==> config.mk <==
export PLATFORM = sky130hd
export DESIGN_NAME = comp_sum_8_bits
export DESIGN_NICKNAME = d
export VERILOG_FILES = /design/src/rtl/comp_sum_8_bits.sv
export SDC_FILE = /design/constraint.sdc
export NUM_CORES = 1
export LEC_CHECK = 0
export CORE_MARGIN = 2
export CORE_UTILIZATION = 40
export DETAILED_ROUTE_END_ITERATION = 10
export PLACE_DENSITY = 0.84
export SLEW_MARGIN = 20
export SYNTH_ARGS = -nofsm -noshare
export SYNTH_HDL_FRONTEND = slang
export SYNTH_SLANG_ARGS = --single-unit
==> constraint.sdc <==
create_clock -name clk -period 1.3 [get_ports clk]
set_input_delay 0.195 -clock clk [delete_from_list [all_inputs] [get_ports clk]]
set_output_delay 0.195 -clock clk [all_outputs]
set_load 0.05 [all_outputs]
==> src/rtl/comp_sum_8_bits.sv <==
// Registered ripple-carry adder for two unsigned ASCII-width operands.
// One-cycle latency, one result per valid input, no backpressure.
module comp_sum_8_bits #(
   parameter int OPERAND_W = 7
) (
   input  logic                 clk,
   input  logic                 rst_n,
   input  logic                 Cin,
   input  logic [OPERAND_W-1:0] num_A,
   input  logic [OPERAND_W-1:0] num_B,
   input  logic                 in_valid,
   output logic [OPERAND_W:0]   num_sum,
   output logic                 Cout,
   output logic                 out_valid
);

   logic [OPERAND_W-1:0] sum_bits;
   logic                 carry;
   logic [OPERAND_W:0]   sum_next;

   // Carry ripples cell by cell; blocking updates keep the chain acyclic.
   always_comb begin
      sum_bits = '0;
      carry    = Cin;
      for (int i = 0; i < OPERAND_W; i++) begin
         sum_bits[i] = num_A[i] ^ num_B[i] ^ carry;
         carry       = (num_A[i] & num_B[i]) |
                       (carry & (num_A[i] ^ num_B[i]));
      end
      sum_next = {carry, sum_bits};
   end

   always_ff @(posedge clk or negedge rst_n) begin
      if (!rst_n) begin
         num_sum   <= '0;
         out_valid <= 1'b0;
      end else begin
         out_valid <= in_valid;
         if (in_valid)
            num_sum <= sum_next;
      end
   end

   // Carry-out is the stored MSB, so it can never disagree with num_sum.
   assign Cout = num_sum[OPERAND_W];

endmodule

==> results_dict.tcl, run 1 <==
set metrics [dict create \
    ir_worst_vdd_v 0.00109 \
    synthMuxAreaShare_pct 20.0 \
    cpPeakStageDelay_ns 0.39 \
    sequentialPowerShare_pct 30.6 \
    finalClockSkew_ns 0 \
    outcome "finished, violations left" \
    setup_viol 6 \
    crit_buf_inv 4 \
    place_ws_ns -2.15 \
    pin_count 28 \
    cts_root_buf "clkbuf_4" \
    portBuffers 27 \
    firstDrtPassIters 4 \
    p_sw_mw 0.499 \
    drive_gt1_share_pct 48.5 \
    diodes 0 \
    post-place-cells 77 \
    final_cell_mix "clkdlybuf4s50_1, buf_12, dfrtp_1" \
    ant_nets 0 \
    grt_usage_pct 17.0 \
    fin_nets 92 \
    dieArea_mm2 0.00162 \
    grt_pass1_wl_um 1620 \
    initial_core_util_pct 41.5 \
    cp_max_fo 1 \
    clkTransAtPathRegs_ns 0.06 \
    fp.dieW_um 40.3 \
    hold_viol_final 0 \
    grt_remaining_overflow 0 \
    r2r_start "num_sum[2]" \
    critPathArrivalTime_ns 2.96 \
    synthAdderAreaFrac_pct 26.6 \
    synth-compound-area-share_pct 0 \
    routed_via_density 4.56 \
    syn_inst 36 \
    hp-class "input port to asynchronous set/reset pin" \
    synth_top_family_by_area "adder cells" \
    netlist_area_um2 527 \
    core_area_mm2 0.00127 \
    ys_seq_area_share_pct 42.8 \
    violations "negative setup slack" \
    p_leak_nw 0.451 \
    final_core_util_pct 75.1 \
    synth_seq_cells 9 \
    cts_made_buffers 3 \
    worst_slew_pin_slew_ns 0.427 \
    rows 13 \
    grt_max_degree 10 \
    startpoint_type "input port" \
    syn_to_final_growth_pct 81.0 \
    synth.avg_cell_area_um2 14.6 \
    stdcell_count 81 \
    crit_chain "buf_6 > fa_2 > inv_2 > fa_2 > inv_2 > fa_2 > fa_2 > fa_2 > fa_2 > inv_2 > fa_1 > mux2i_1" \
    cts_max_level 1 \
    synth_cell_types 7 \
    synthXorXnorAreaFrac_pct 0 \
    critPathTopFamily "adder cells" \
    reg2reg_depth 1 \
    grt_pass1_vias 365 \
    drt-initial-drc-count 3 \
    final_max_slew_viol_count 0 \
    power_mw 1.33 \
    max_slew_margin_pct 71.4 \
    final_common_cell "clkdlybuf4s50_1" \
    gp_congestion 0.658 \
    syn_nets 61 \
    yosys_warnings 0 \
    grt_setup_unrepaired "yes" \
    wl_per_cell_um 13.7 \
    end_kind "flop" \
    synthSimpleGateAreaFrac_pct 0 \
    vias 369 \
    cts_setup_buffers 0 \
    power.density_cell_area_mw_per_mm2 1400 \
    clock_sinks 9 \
    rrSetupSlack_ns 0.48 \
    cp_slowest_cell "fa_2" \
    p_int_mw 0.831 \
    fin_ws_ns -1.47 \
    clock_latency_ns 0.26 \
    combPwrFrac_pct 52.9 \
    max_freq_mhz 360 \
    antenna_found_initial 0 \
    min_period_ns 2.77 \
    clockBufferDepth 2 \
    period_share_pct 213 \
    worstSetupPathType "input port to flop" \
    drcViolationCount 0 \
    pwr-share-clk_pct 16.5 \
    drt_wl_total_um 1110 \
    crit_top_cell "fa_2" \
    die_h_um 40.3 \
    timing.rr.end "num_sum[2]" \
    required_ns 1.48 \
    p_sw_share_pct 37.5 \
    cap_violations 0 \
    cts_tree "yes" \
]
## power by group through the flow
| stage | sequential, mW | combinational, mW | clock [mW] |
|---|---|---|---|
| 3_3_place_gp | 0.410 | 0.693 | 0 |
| 6_report | 0.408 | 0.704 | 0.219 |
| 5_1_grt | 0.413 | 0.739 | 0.243 |
| 2_1_floorplan | 0.579 | 0.153 | 0 |
| 4_1_cts | 0.410 | 0.711 | 0.228 |
| 3_5_place_dp | 0.411 | 0.715 | 0 |
## state kept, by name, indices dropped and copies added (netlist names)
register and cells:
num_sum 8, out_valid 1
## metal layers
layer	track usage [%]	wire, um	part of all wire [%]	vias to the layer above
li1	-	-	-	165
met1	17.7	377	34	184
met5	0	0	0	-
met4	7.50	17	1.5	0
met3	5.00	53	4.8	2
met2	31.0	659	59	18
## worst max-delay path by stage
stage	startpoint	endpoint	depth (start not counted)
detailed placement	Cin	num_sum[6]	12
global route	num_A[0]	num_sum[6]	12
CTS	num_B[0]	num_sum[6]	12
floorplan	Cin	num_sum[6]	11
global placement	Cin	num_sum[6]	12
finish	num_A[0]	num_sum[6]	12
## synthesized netlist by cell type
master   number  area share, %
fa_1          7             27
buf_4         1            1.4
dfrtp_1       9             43
mux2_4        5             14
mux2i_1       3            5.7
buf_6         1            2.1
inv_1        10            7.1
## logic make-up after synthesis
logic type                 after synthesis
adders and majority gates                7
DFF                                      9
muxes                                    8
buffers and inverters                   12
## stage by stage
step | hold slack, ns | area (um2) | setup TNS [ns]
final | 0.239 | 953 | -5.54
after global routing | 0.253 | 953 | -5.77
after CTS | 0.234 | 947 | -5.93
after detailed placement | 0.516 | 932 | -10.42
after global placement | 0.507 | 932 | -9.70
after floorplan | -0.101 | 542 | -6.08
## area by class of cell
type | instances | area (um2)
Clock buffer | 4 | 26.3
Fill cell | 80 | 315
Inverter | 10 | 37.5
Multi-Input combinational cell | 15 | 260
Sequential cell | 9 | 225
Tap cell | 15 | 18.8
Timing Repair Buffer | 28 | 385
## repair_timing
action | in CTS | in global routing
endpoints found under the setup margin | 7 | 6
hold buffers | 0 | 0
gates cloned | 0 | 0
pin swaps | 7 | 7
gates resized for setup | 16 | 1
No activity file was read; power rests on OpenSTA's default activity.
==> run 2, diff against run 1 <==
Settings changed: GPL_ROUTABILITY_DRIVEN set to 0.
==> results of run 2 <==
Final layout, timing and power as in run 1 (identical DEF).
==> run 3, diff against run 2 <==
Settings changed: CORE_MARGIN 2 to not set.
==> run 3 against run 2 <==
The run still ends with negative setup slack left. Die area decreased by 9.7%. Fmax increased by 0.36%. Combinational power decreased by 1%. Sequential power about the same. Highest routed layer is now met3.
==> results_dict.tcl, run 3 (synthesis results as in run 1) <==
set metrics [dict create \
    outcome "finished, violations left" \
    violations "negative setup slack" \
    syn_to_final_growth_pct 79.8 \
    reg2reg_depth 1 \
    initial_core_util_pct 45.0 \
    fp.dieW_um 38.3 \
    fin_nets 93 \
    cp_max_fo 1 \
    grt_usage_pct 18.5 \
    critPathArrivalTime_ns 2.95 \
    crit_top_cell "fa_2" \
    clock_sinks 9 \
    top_register "num_sum" \
    cp-endpoint "num_sum[6]" \
    whs_ns 0.230 \
    postLayoutCellArea_um2 947 \
    cap_violations 0 \
    finalClockSkew_ns 0 \
    final_max_slew_viol_count 0 \
    clkTransAtPathRegs_ns 0.06 \
    p_sw_share_pct 37.4 \
    required_ns 1.48 \
    cts_made_buffers 3 \
    post-place-cells 77 \
    diodes 0 \
    grt_pass1_vias 404 \
    nFillCells 75 \
    largest_reg_flops 8 \
    dieArea_mm2 0.00147 \
    grt_remaining_overflow 0 \
    worst_slew_pin_slew_ns 0.401 \
    final_common_cell "clkdlybuf4s50_1" \
    cpPeakStageDelay_ns 0.40 \
    firstDrtPassIters 2 \
    p_sw_mw 0.494 \
    multi_input_area_um2 260 \
    grt_setup_unrepaired "yes" \
    drt_wl_total_um 1040 \
    crit_chain "buf_6 > fa_2 > inv_2 > fa_2 > inv_2 > fa_2 > fa_2 > fa_2 > fa_2 > inv_2 > fa_1 > mux2i_1" \
    hold_viol_final 0 \
    max_freq_mhz 362 \
    ir_worst_vdd_v 0.000895 \
    startpoint "num_A[0]" \
    grt_max_degree 10 \
    placed_area_um2 926 \
    clock_latency_ns 0.25 \
    pin_count 28 \
    routed_via_density 4.49 \
    hp-class "input port to asynchronous set/reset pin" \
    startpoint_type "input port" \
    drive_gt1_share_pct 49.3 \
    vias 364 \
    drcViolationCount 0 \
    period_share_pct 213 \
    sequentialPowerShare_pct 31.0 \
    r2r_start "num_sum[2]" \
    timing.rr.end "num_sum[2]" \
    die_h_um 38.3 \
    stdcell_count 81 \
    ant_nets 0 \
    crit_buf_inv 4 \
    cts_max_level 1 \
    final_cell_mix "clkdlybuf4s50_1, buf_12, dfrtp_1" \
    min_period_ns 2.76 \
    core_area_mm2 0.00117 \
    p_int_mw 0.828 \
    end_kind "flop" \
    drt-initial-drc-count 1 \
    fin_ws_ns -1.46 \
    postCtsHoldBufs 0 \
    seq_area_um2 225 \
    max_slew_margin_pct 73.2 \
    rrSetupSlack_ns 0.48 \
    dp_hpwl_um 907 \
    wl_per_cell_um 12.8 \
    antenna_found_initial 0 \
    clockBufferDepth 2 \
    cp_slowest_cell "fa_1" \
    portBuffers 27 \
    worstSetupPathType "input port to flop" \
    setup_viol 6 \
    power.density_cell_area_mw_per_mm2 1400 \
    critPathTopFamily "adder cells" \
    cts_root_buf "clkbuf_4" \
    largestRegisters "num_sum (8), out_valid (1)" \
    combPwrFrac_pct 52.8 \
    p_leak_nw 0.451 \
    pwr-share-clk_pct 16.3 \
    cp.depth 12 \
    grt_pass1_wl_um 1720 \
    rows 12 \
    cts_tree "yes" \
]
## run 3: changes by cell type in the layout (fill, tap and decap cells not counted), sizes merged
cell / change
buf: +1
## run 3: worst min-delay path by stage
stage	start	to	slack, ns	cells past startpoint
2_1_floorplan	rst_n	num_sum[0]	-0.10	0
3_3_place_gp	rst_n	num_sum[6]	0.51	1
3_5_place_dp	rst_n	num_sum[6]	0.53	1
4_1_cts	rst_n	num_sum[6]	0.24	1
5_1_grt	rst_n	num_sum[6]	0.26	1
6_report	rst_n	num_sum[6]	0.23	1
## run 3: timing repair
| item | 4_1_cts | 5_1_grt |
|---|---|---|
| pin swaps | 7 | 7 |
| endpoints found under the setup margin | 7 | 6 |
| setup buffers | 0 | 0 |
| resized for setup | 16 | 1 |
| hold endpoints to repair | 0 | 0 |
## run 3: metrics by stage
stage / power, mW / setup WS [ns] / utilization [%] / setup TNS (ns)
final: 1.32 / -1.46 / 80.9 / -5.42
after global routing: 1.38 / -1.57 / 80.9 / -5.85
after CTS: 1.34 / -1.56 / 80.3 / -5.80
after detailed placement: 1.12 / -2.10 / 79.1 / -10.0
after global placement: 1.10 / -2.06 / 79.1 / -9.71
after floorplan: 0.732 / -1.53 / - / -6.08
## run 3: cell type report
| class | count | area share (%) |
|---|---|---|
| inverter | 10 | 3.96 |
| timing repair buffer | 29 | 40.2 |
| multi-input combinational | 15 | 27.5 |
| clock buffer | 4 | 2.77 |
| sequential | 9 | 23.8 |
| tap | 14 | 1.85 |
## run 3: power by group through the flow
| stage | combinational, mW | sequential [mW] | clock [mW] |
|---|---|---|---|
| after floorplan | 0.153 | 0.579 | 0 |
| after CTS | 0.706 | 0.411 | 0.222 |
| after global routing | 0.735 | 0.415 | 0.232 |
| after global placement | 0.690 | 0.411 | 0 |
| after detailed placement | 0.709 | 0.413 | 0 |
| final | 0.697 | 0.409 | 0.215 |
## run 3: layer usage
| layer | vias up | track usage, % | routed length (um) |
|---|---|---|---|
| met1 | 180 | 19.7 | 362 |
| met2 | 19 | 33.5 | 611 |
| met4 | 0 | 8.04 | 0 |
| li1 | 165 | - | - |
| met5 | - | 0 | 0 |
| met3 | 0 | 5.23 | 63 |
